[config.mk]
export PLATFORM = sky130hd
export DESIGN_NAME = coin_change_dispenser
export DESIGN_NICKNAME = d
export VERILOG_FILES = /design/src/rtl/vend_pkg.sv /design/src/rtl/coin_picker.sv /design/src/rtl/coin_change_dispenser.sv
export SDC_FILE = /design/constraint.sdc
export NUM_CORES = 1
export LEC_CHECK = 0
export CAP_MARGIN = 20
export CORE_UTILIZATION = 49
export DETAILED_ROUTE_END_ITERATION = 10
export PLACE_DENSITY = 0.76
export SETUP_SLACK_MARGIN = 0.1
export SLEW_MARGIN = 20
export SYNTH_ARGS = -nofsm -noshare
export SYNTH_HDL_FRONTEND = slang
export SYNTH_SLANG_ARGS = --single-unit
[constraint.sdc]
create_clock -name CLOCK_50 -period 2.41 [get_ports CLOCK_50]
set_input_delay 0.3615 -clock CLOCK_50 [delete_from_list [all_inputs] [get_ports CLOCK_50]]
set_output_delay 0.3615 -clock CLOCK_50 [all_outputs]
set_load 0.005 [all_outputs]
[src/rtl/vend_pkg.sv]
// Shared definitions for the vending-machine refund path: credit width,
// coin values and one-hot encodings, and the dispenser state type.
package vend_pkg;

    localparam int CREDIT_W   = 5;
    localparam int MAX_CREDIT = 20;

    localparam int COIN4_VAL  = 4;
    localparam int COIN8_VAL  = 8;
    localparam int COIN12_VAL = 12;

    localparam logic [2:0] COIN_NONE = 3'b000;
    localparam logic [2:0] COIN4     = 3'b001;
    localparam logic [2:0] COIN8     = 3'b010;
    localparam logic [2:0] COIN12    = 3'b100;

    typedef enum logic [1:0] {
        ST_IDLE   = 2'd0,
        ST_SELECT = 2'd1,
        ST_OFFER  = 2'd2,
        ST_FAULT  = 2'd3
    } state_t;

endpackage

[src/rtl/coin_picker.sv]
// Greedy coin selector: largest coin (12, 8, then 4) not exceeding the
// credit still owed.
module coin_picker
    import vend_pkg::*;
#(
    parameter int CREDIT_W = vend_pkg::CREDIT_W
) (
    input  logic [CREDIT_W-1:0] i_remaining,
    output logic [2:0]          o_coin_sel,
    output logic [CREDIT_W-1:0] o_coin_value
);

    // Pick the largest coin that fits into the remaining credit
    always_comb begin
        o_coin_sel   = COIN4;
        o_coin_value = CREDIT_W'(COIN4_VAL);
        if (i_remaining >= CREDIT_W'(COIN12_VAL)) begin
            o_coin_sel   = COIN12;
            o_coin_value = CREDIT_W'(COIN12_VAL);
        end else if (i_remaining >= CREDIT_W'(COIN8_VAL)) begin
            o_coin_sel   = COIN8;
            o_coin_value = CREDIT_W'(COIN8_VAL);
        end else begin
            o_coin_sel   = COIN4;
            o_coin_value = CREDIT_W'(COIN4_VAL);
        end
    end

endmodule

[src/rtl/coin_change_dispenser.sv]
// Refund dispenser: breaks a credit into 12/8/4 coins and offers them one at
// a time to the ejector over valid/ack, with an ack timeout into FAULT.
module coin_change_dispenser
    import vend_pkg::*;
#(
    parameter int MAX_CREDIT  = vend_pkg::MAX_CREDIT,
    parameter int CREDIT_W    = vend_pkg::CREDIT_W,
    parameter int ACK_TIMEOUT = 16
) (
    input  logic                CLOCK_50,
    input  logic                rst_n,
    input  logic                start,
    input  logic [CREDIT_W-1:0] credit,
    input  logic                clear,
    input  logic                coin_ack,
    output logic                coin_valid,
    output logic [2:0]          coin_sel,
    output logic [CREDIT_W-1:0] remaining,
    output logic                busy,
    output logic                done,
    output logic                err,
    output logic                fault
);

    localparam int TMR_W = $clog2(ACK_TIMEOUT);

    state_t              r_state, w_state;
    logic [CREDIT_W-1:0] r_remaining, w_remaining;
    logic [TMR_W-1:0]    r_timer, w_timer;
    logic                r_coin_valid, w_coin_valid;
    logic [2:0]          r_coin_sel, w_coin_sel;
    logic                r_busy, w_busy;
    logic                r_done, w_done;
    logic                r_err, w_err;
    logic                r_fault, w_fault;

    logic [2:0]          w_pick_sel;
    logic [CREDIT_W-1:0] w_pick_value;
    logic [CREDIT_W-1:0] w_after_ack;
    logic                w_illegal;

    coin_picker #(.CREDIT_W(CREDIT_W)) u_picker (
        .i_remaining  (r_remaining),
        .o_coin_sel   (w_pick_sel),
        .o_coin_value (w_pick_value)
    );

    assign w_illegal   = (credit > CREDIT_W'(MAX_CREDIT)) || (credit[1:0] != 2'b00);
    // remaining is unchanged while a coin is offered, so the picker still
    // describes the coin on offer and the subtraction cannot underflow
    assign w_after_ack = r_remaining - w_pick_value;

    // State and registered-output update
    always_ff @(posedge CLOCK_50 or negedge rst_n) begin
        if (!rst_n) begin
            r_state      <= ST_IDLE;
            r_remaining  <= '0;
            r_timer      <= '0;
            r_coin_valid <= 1'b0;
            r_coin_sel   <= COIN_NONE;
            r_busy       <= 1'b0;
            r_done       <= 1'b0;
            r_err        <= 1'b0;
            r_fault      <= 1'b0;
        end else begin
            r_state      <= w_state;
            r_remaining  <= w_remaining;
            r_timer      <= w_timer;
            r_coin_valid <= w_coin_valid;
            r_coin_sel   <= w_coin_sel;
            r_busy       <= w_busy;
            r_done       <= w_done;
            r_err        <= w_err;
            r_fault      <= w_fault;
        end
    end

    // Next-state and next-output logic
    always_comb begin
        w_state      = r_state;
        w_remaining  = r_remaining;
        w_timer      = r_timer;
        w_coin_valid = r_coin_valid;
        w_coin_sel   = r_coin_sel;
        w_done       = 1'b0;
        w_err        = 1'b0;
        case (r_state)
            ST_IDLE: begin
                w_coin_valid = 1'b0;
                w_coin_sel   = COIN_NONE;
                if (start) begin
                    if (w_illegal) begin
                        w_err = 1'b1;
                    end else if (credit == '0) begin
                        w_done = 1'b1;
                    end else begin
                        w_remaining = credit;
                        w_state     = ST_SELECT;
                    end
                end else begin
                    w_state = ST_IDLE;
                end
            end
            ST_SELECT: begin
                w_coin_sel   = w_pick_sel;
                w_coin_valid = 1'b1;
                w_timer      = '0;
                w_state      = ST_OFFER;
            end
            ST_OFFER: begin
                // an ack on the timeout edge still counts as accepted
                if (coin_ack && r_coin_valid) begin
                    w_remaining  = w_after_ack;
                    w_coin_valid = 1'b0;
                    w_coin_sel   = COIN_NONE;
                    if (w_after_ack == '0) begin
                        w_done  = 1'b1;
                        w_state = ST_IDLE;
                    end else begin
                        w_state = ST_SELECT;
                    end
                end else if (r_timer == TMR_W'(ACK_TIMEOUT - 1)) begin
                    w_coin_valid = 1'b0;
                    w_coin_sel   = COIN_NONE;
                    w_state      = ST_FAULT;
                end else begin
                    w_timer = r_timer + TMR_W'(1);
                end
            end
            ST_FAULT: begin
                w_coin_valid = 1'b0;
                w_coin_sel   = COIN_NONE;
                if (clear) begin
                    w_state = ST_SELECT;
                end else begin
                    w_state = ST_FAULT;
                end
            end
            default: begin
                w_state      = ST_IDLE;
                w_remaining  = '0;
                w_timer      = '0;
                w_coin_valid = 1'b0;
                w_coin_sel   = COIN_NONE;
            end
        endcase
        w_busy  = (w_state != ST_IDLE);
        w_fault = (w_state == ST_FAULT);
    end

    assign coin_valid = r_coin_valid;
    assign coin_sel   = r_coin_sel;
    assign remaining  = r_remaining;
    assign busy       = r_busy;
    assign done       = r_done;
    assign err        = r_err;
    assign fault      = r_fault;

endmodule
### After elaboration in Yosys (flattened, before gate mapping)

Index checks and enable logic that the tools add are counted.

| word-level totals | value |
|---|---|
| flip-flop bits (word level) | 19 |
| input bits | 10 |
| output and inout port bits | 13 |

| operators by class | value |
|---|---|
| add/sub/neg operators | 2 |
| magnitude comparators | 3 |
| equality and inequality tests | 12 |
| multiplexer cells | 35 |
| reduce and logical (&&, ||, !) cells | 12 |

Operators with widths:

| cell | count |
|---|---|
| 5-bit two-way mux | 5 |
| 2-bit two-way mux | 7 |
| 4-bit two-way mux | 3 |
| 2-bit inequality test, second input constant | 6 |
| 1-bit two-way mux | 11 |
| 5-bit by 4-bit >= comparator with 1-bit output, second input constant | 2 |
| 5-bit logical NOT | 2 |
| 5-bit case mux with 2 select lines | 1 |
| 3-bit two-way mux | 3 |
| 3-bit case mux with 3 select lines | 1 |
| 2-bit case mux with 4 select lines | 1 |
| 4-bit case mux with 2 select lines | 1 |
| 2-bit nonzero test | 4 |
| 2-bit equality test, second input constant | 3 |
| 5-bit greater-than comparator, second input constant | 1 |
| 5-bit AND reduction | 1 |
| 5-bit subtractor | 1 |
| 4-bit by 1-bit adder with 4-bit output, second input constant | 1 |
| 4-bit equality test, second input constant | 1 |
| 3-bit inequality test, second input constant | 1 |
| 1-bit case mux with 3 select lines | 1 |
| 3-bit AND reduction | 1 |
| 2-bit by 1-bit equality test with 1-bit output, second input constant | 1 |
| 2-bit logical NOT | 1 |
| 4 further kinds | 4 |

### Logic depth before layout (Yosys ltp)

Gate-level depths: netlist of the first run.

| logic depth | value |
|---|---|
| depth after elaboration | 9 |
| gate-level depth with buffers | 9 |
| gate-level depth less buffers | 9 |

### By module

From an unflattened synthesis of the first run, not the netlist that was laid out.

| second synthesis, totals | value |
|---|---|
| cell total of the unflattened synthesis | 139 |
| area total of the unflattened synthesis | 1305.0 um^2 |

By module, submodules not included:

| module | times used | cells each | area an instance (um^2) | sequential area each (um^2) |
|---|---|---|---|---|
| coin_change_dispenser | 1 | 130 | 1243.7 | 475.5 |
| coin_picker | 1 | 9 | 61.3 | 0.0 |

### Worst setup path before layout of the first run

Ideal clock, no wire load.

| timing | value |
|---|---|
| path type | reg-to-reg |
| start point | register r_remaining[4] (netlist: remaining[4]) |
| end point | register r_busy (netlist: busy) |
| library setup time | 0.133 ns |
| arrival time | 2.022 ns |
| required time | 2.277 ns |
| setup slack | 0.255 ns |
| stages on the path, launching flop included | 9 |
| clock period less this slack | 2.155 ns |
| path through | dfrtp_1 nand3b_1 ha_1 inv_1 fa_1 nor4b_1 and4_1 a2bb2oi_1 nand3_1 |

| on the way | value |
|---|---|
| cells in the longest elaborated chain, start to end | 9 |
| elaborated cells on any way between the ends | 10 |
| classes of those cells | add/sub: 1; order compare: 2; mux: 5; reduce/logical: 2 |

RTL lines:

| item | line | RTL |
|---|---|---|
| from (decl) | coin_change_dispenser.sv:28 | `logic [CREDIT_W-1:0] r_remaining, w_remaining;` |
| from (signal assigned) | coin_change_dispenser.sv:67 | `r_remaining <= w_remaining;` |
| 5-bit by 4-bit >= comparator with 1-bit output | coin_picker.sv:20 | `end else if (i_remaining >= CREDIT_W'(COIN8_VAL)) begin` |
| 4-bit two-way mux | coin_picker.sv:20 |  |
| 5-bit two-way mux | coin_picker.sv:17 | `if (i_remaining >= CREDIT_W'(COIN12_VAL)) begin` |
| 5-bit subtractor * | coin_change_dispenser.sv:51 | `assign w_after_ack = r_remaining - w_pick_value;` |
| 5-bit logical NOT * | coin_change_dispenser.sv:116 | `if (w_after_ack == '0) begin` |
| 1-bit two-way mux * | coin_change_dispenser.sv:116 |  |
| 2-bit two-way mux * | coin_change_dispenser.sv:112 | `if (coin_ack && r_coin_valid) begin` |
| 2-bit case mux with 4 select lines * | coin_change_dispenser.sv:87 | `case (r_state)` |
| 2-bit nonzero test * | coin_change_dispenser.sv:147 | `w_busy = (w_state != ST_IDLE);` |
| via w_busy | coin_change_dispenser.sv:32 | `logic r_busy, w_busy;` |
| to (signal assigned) | coin_change_dispenser.sv:71 | `r_busy <= w_busy;` |
| to (decl) | coin_change_dispenser.sv:32 |  |

Mark *: on every way through the listed nets, which the timed path passes. The rest lies on a longest branch.
A chain may end at the register's enable or synchronous reset.

### Worst setup path in the final report of the first run

| timing | value |
|---|---|
| start point | register r_remaining[2] (netlist: remaining[2]) |
| end point | register r_busy (netlist: busy) |

Same word-level chain as after synthesis.

==> results.json, run 1 <==
{
  "slew_headroom_pct": 77.3,
  "power.density_nw_per_um2": 1100,
  "max_stage_delay_ps": 440,
  "max_freq_mhz": 458,
  "synth_warnings": 0,
  "timing.hold.ws_ps": 387,
  "antenna_left": 0,
  "core_um2": 2020,
  "dieArea_um2": 2390,
  "wirelength_um": 2080,
  "worstSetupPathType": "reg2reg",
  "pre_cts_ws_ps": 97.8,
  "crit_path_cell_trace": "inv_2, nand3b_1, ha_1, inv_1, fa_1, nor4b_2, and4_1, a2bb2oi_2, nand3_1",
  "rsz0062_at_grt": "false",
  "seq_area_frac_synth_pct": 44.1,
  "nFillCells": 163,
  "worst_clock_skew_ps": 2.99,
  "finalWorstSetupSlack_ps": 228,
  "power_switching_uw": 618,
  "fin_nets": 155,
  "critPathCaptureType": "flop",
  "synthTopCellsByArea": "dfrtp_1, ha_1, nand2_1, o21ai_0, inv_1",
  "ys_seq_elements": 19,
  "synth_area_um2": 1080,
  "io_buffer_count": 22,
  "htreeDepth": 1,
  "slowest_stage": "fa_1",
  "via_per_inst": 5.49,
  "rows": 16,
  "drive_gt1_share_pct": 12.6,
  "netSwitchingFraction_pct": 40.3,
  "synthToLayoutAreaGrowth_pct": 29.0,
  "antenna_found_initial": 0,
  "reg2reg_slack_ps": 230,
  "critPathMaxFanout": 3,
  "grt_pass1_vias": 874,
  "grt_max_degree": 20,
  "num_vias": 889,
  "intPower_uw": 917,
  "cp.arrival_ps": 2370,
  "grt_overflow_total": 0,
  "outcome": "finished, final reports clean",
  "min_path_type": "in2async",
  "cap_violations": 0,
  "die_w_um": 48.9,
  "diodes": 0,
  "setup_viol": 0,
  "dr.pass1.iters": 4,
  "io_pins": 23,
  "post-route-period-util_pct": 90.6,
  "power_frac_comb_pct": 57.1,
  "gp_congestion": 0.832,
  "slew_violations": 0,
  "grt.total_usage_pct": 20.1,
  "cts_made_buffers": 3,
  "cts_hold_buf": 0,
  "route.detailed.drc": 0,
  "synthArstFlopShare_pct": 100,
  "synth-main-ff-cell": "dfrtp_1",
  "syn_area_per_cell_um2": 10.1,
  "synth_edf_count": 0,
  "clk_latency_ps": 300,
  "syn_inst": 107,
  "max-vdd-ir-drop_v": 0.000638,
  "fin_setup_tns_ps": 0,
  "synth_cell_types": 38,
  "initial_core_util_pct": 53.3,
  "wl_per_cell_um": 12.8,
  "fin_crit_ps": 2180,
  "netlist.top_cell.by_area": "dfrtp_1",
  "clk_path_buf_depth": 2,
  "drt_iter0_markers": 19,
  "leakagePower_nw": 0.611,
  "cts_root_buffer": "clkbuf_4",
  "clock-sinks": 19,
  "path_clk_slew_ps": 110,
  "worst_pin_slew_ps": 341,
  "die_y_um": 48.9,
  "cts_tree": "yes",
  "required_ps": 2600,
  "synth_fp_nets": 126,
  "p_seq_share_pct": 32.4,
  "synth_top_area_share_pct": 44.1,
  "dp.final_hpwl_um": 1680,
  "grt_pass1_wl_um": 3710,
  "p_clk_share_pct": 10.5,
  "startpoint_type": "flop",
  "hold_viol": 0
}
registers in the layout, summed over array words and instances (netlist names), 2 cells and up:
| signal | flops |
|---|---|
| coin_sel | 3 |
| r_state | 2 |
| remaining | 5 |
| r_timer | 4 |
layout make-up:
type / count / area (µm²) / area share [%]
multi-input cells: 78 / 572 / 41.1
flip-flops and latches: 19 / 477 / 34.3
repair buffers: 26 / 250 / 18.0
well taps: 27 / 33.8 / 2.43
inverters: 8 / 30.0 / 2.16
clock buffers: 3 / 22.5 / 1.62
clock inverters: 1 / 5.00 / 0.360
cells in the mapped netlist, drive strengths merged, types with 2 or more instances:
cell	instances
nand2	15
nand4	2
a211o	2
nand3	5
inv	8
o31ai	2
o21a	2
mux2	2
dfrtp	19
nor3	4
o21ai	7
nand2b	2
a21oi	3
nor2	2
ha	8
buf	2
nor2b	4
per-layer routing:
layer,up-vias,routed length [µm],global-route usage (%),share of wire [%]
li1,445,-,-,-
met1,419,980,25.5,47
met2,23,1010,35.4,49
met3,2,76,2.80,3.7
met4,0,13,5.88,0.62
met5,-,0,0,0
cells by family (layout without fill, tap and decap cells):
family	after synthesis	count (layout)	synth area share, %
and+or+nand+nor	38	38	18.1
xor gates and xnor gates	1	1	0.813
DFF	19	19	44.1
muxes	3	3	3.37
buffers and inverters	10	38	3.95
adders and majority gates	9	9	11.2
AOI/OAI and AO/OA	27	27	18.5
worst paths after layout:
check                                  start      endpoint  cells past startpoint
max in group asynchronous              rst_n  remaining[3]                      2
worst min-delay path                   rst_n  remaining[2]                      2
worst min register to register   coin_sel[1]   coin_sel[1]                      2
min in group CLOCK_50            coin_sel[1]   coin_sel[1]                      2
worst max register to register  remaining[2]          busy                      9
worst max-delay path            remaining[2]          busy                      9
per-stage QoR:
stage	cells	utilization [%]	instance area [µm²]	power [mW]
2_1_floorplan	107	-	1080	1.06
3_3_place_gp	157	66.3	1340	1.33
3_5_place_dp	157	66.3	1340	1.36
4_1_cts	161	68.0	1380	1.53
5_1_grt	162	68.8	1390	1.67
6_report	162	68.8	1390	1.53
what timing repair did:
action,4_1_cts,5_1_grt
buffers inserted,0,1
gates cloned,0,0
gates resized for setup,1,3
endpoints found under the setup margin,2,3
pin swaps,0,2
critical path, delay by kind of cell, from the launching register on:
| family | cells | cell delay (ps) |
|---|---|---|
| buffers and inverters | 2 | 140 |
| AOI/OAI and AO/OA | 1 | 190 |
| adders and majority gates | 2 | 650 |
| and+or+nand+nor | 4 | 670 |
| DFF | 1 | 420 |
power by group through the flow:
stage          combinational [mW]  sequential, mW  clock, mW
2_1_floorplan               0.557           0.503          0
3_3_place_gp                0.835           0.500          0
3_5_place_dp                0.856           0.501          0
4_1_cts                     0.869           0.495      0.168
5_1_grt                     0.978           0.518      0.178
6_report                    0.876           0.498      0.161
cells in the final DEF, fill, tap and decap left out, types with 2 or more instances in the layout:
| cell type | n |
|---|---|
| clkdlybuf4s50_1 | 22 |
| dfrtp_1 | 18 |
| nand2_1 | 15 |
| ha_1 | 8 |
| inv_1 | 7 |
| o21ai_0 | 7 |
| nor3_1 | 4 |
| nand3_1 | 4 |
| nor2b_1 | 4 |
| buf_4 | 4 |
| a21oi_1 | 3 |
| clkbuf_4 | 3 |
| nor2_1 | 2 |
| nand2b_1 | 2 |
| a211o_1 | 2 |
| o31ai_1 | 2 |
| o21a_1 | 2 |
| nand4_1 | 2 |
Power figures use the tool's default switching activity.
==> run 2: changes to the inputs <==
SETUP_SLACK_MARGIN = 0.4   (was 0.1)
==> results.json, run 2 (synthesized netlist as in run 1, its figures left out) <==
{
  "num_vias": 943,
  "max-vdd-ir-drop_v": 0.000693,
  "wirelength_um": 2410,
  "required_ps": 2600,
  "clk_latency_ps": 300,
  "diodes": 0,
  "io_pins": 23,
  "via_per_inst": 5.65,
  "clock-sinks": 19,
  "antenna_found_initial": 0,
  "die_y_um": 48.9,
  "cp-startpoint": "remaining[3]",
  "place_area_um2": 1340,
  "fin_setup_tns_ps": 0,
  "drive_gt1_share_pct": 18.6,
  "rsz0062_at_grt": "true",
  "grt_pass1_vias": 871,
  "post-route-period-util_pct": 88.7,
  "clk_path_buf_depth": 2,
  "hold_viol": 0,
  "worstSetupPathType": "reg2reg",
  "cts_tree": "yes",
  "pre_cts_ws_ps": 185,
  "cp.arrival_ps": 2330,
  "grt_pass1_wl_um": 3930,
  "cts_root_buffer": "clkbuf_4",
  "finalWorstSetupSlack_ps": 273,
  "synthToLayoutAreaGrowth_pct": 33.1,
  "worst_pin_slew_ps": 343,
  "layout_commonest_cell": "clkdlybuf4s50_1",
  "cap_violations": 0,
  "htreeDepth": 1,
  "setup_viol": 0,
  "max_freq_mhz": 468,
  "fin_nets": 160,
  "final_cell_mix": "clkdlybuf4s50_1, dfrtp_1, nand2_1",
  "path_clk_slew_ps": 110,
  "drt_iter0_markers": 39,
  "dr.pass1.iters": 4,
  "critPathCaptureType": "flop",
  "fin_crit_ps": 2140,
  "slew_headroom_pct": 77.0,
  "gp_congestion": 0.801,
  "outcome": "finished, final reports clean",
  "critPathCapture": "busy",
  "dieArea_um2": 2390,
  "grt_overflow_total": 0,
  "dp.final_hpwl_um": 1710,
  "rows": 16,
  "wl_per_cell_um": 14.4,
  "nFillCells": 160,
  "core_um2": 2020,
  "largest_register_ffs": 5,
  "reg2reg_to": "busy",
  "grt_max_degree": 20,
  "startpoint_type": "flop",
  "die_w_um": 48.9,
  "r2r_start": "remaining[3]",
  "min_path_type": "in2async",
  "antenna_left": 0,
  "route.detailed.drc": 0,
  "power.density_nw_per_um2": 1150,
  "leakagePower_nw": 0.629,
  "grt.total_usage_pct": 21.6,
  "worst_clock_skew_ps": 3.14,
  "cts_made_buffers": 3,
  "slew_violations": 0,
  "initial_core_util_pct": 53.3,
  "design_area_um2": 1430,
  "rr_worst_depth": 8,
  "critPathMaxFanout": 3,
  "io_buffer_count": 22,
  "regArea_um2": 478,
  "reg2reg_slack_ps": 270,
  "multi_input_area_um2": 577
}
-- run 2: what timing repair did --
item | 4_1_cts | 5_1_grt
pin swaps | 3 | 3
endpoints found under the setup margin | 4 | 6
hold endpoints to repair | 0 | 0
buffers inserted | 6 | 1
hold buffers | 0 | 0
resized for setup | 4 | 2
-- run 2: critical path, cell delays in order, from the launching register on --
cell,delay [ps]
dfrtp_2,430
nand3b_1,120
ha_2,180
inv_2,40
fa_1,500
nor4b_2,220
and4_1,250
a2bb2oi_2,200
nand3_1,90
-- run 2: worst min-delay path by stage --
stage	start	to	slack, ps	cells after the start
CTS	rst_n	remaining[2]	390	2
floorplan	rst_n	busy	70	0
finish	rst_n	remaining[4]	380	2
global placement	coin_sel[2]	coin_sel[2]	460	2
detailed placement	coin_sel[0]	coin_sel[0]	470	2
global route	rst_n	r_timer[0]	390	2
-- run 2: routing by layer --
| layer | vias to the layer above | part of all wire (%) | wire [µm] | GRT usage, % |
|---|---|---|---|---|
| met2 | 38 | 49 | 1170 | 36.3 |
| met3 | 4 | 4.7 | 112 | 4.36 |
| met1 | 453 | 45 | 1090 | 27.7 |
| li1 | 448 | - | - | - |
| met4 | 0 | 1.2 | 29 | 7.35 |
| met5 | - | 0 | 0 | 0 |
-- run 2: report_power, final --
part / internal (mW) / switching (mW) / leakage, nW
Clock: 0.0619 / 0.0995 / 0.0177
Combinational: 0.504 / 0.486 / 0.361
Sequential: 0.417 / 0.0756 / 0.250
-- run 2: through the flow --
stage / util [%] / std cells / total power, mW / hold WS (ps)
after floorplan: - / 107 / 1.07 / 65.9
after global placement: 66.4 / 156 / 1.34 / 462
after detailed placement: 66.4 / 156 / 1.36 / 470
after CTS: 70.4 / 166 / 1.62 / 393
after global routing: 70.9 / 167 / 1.77 / 390
final: 70.9 / 167 / 1.64 / 381
-- run 2: area by class of cell --
cell class | instances | share of cell area, %
multi-input combinational | 78 | 40.2
sequential | 19 | 33.3
timing repair buffer | 31 | 20.1
tap | 27 | 2.36
inverter | 8 | 2.09
clock buffer | 3 | 1.57
clock inverter | 1 | 0.349
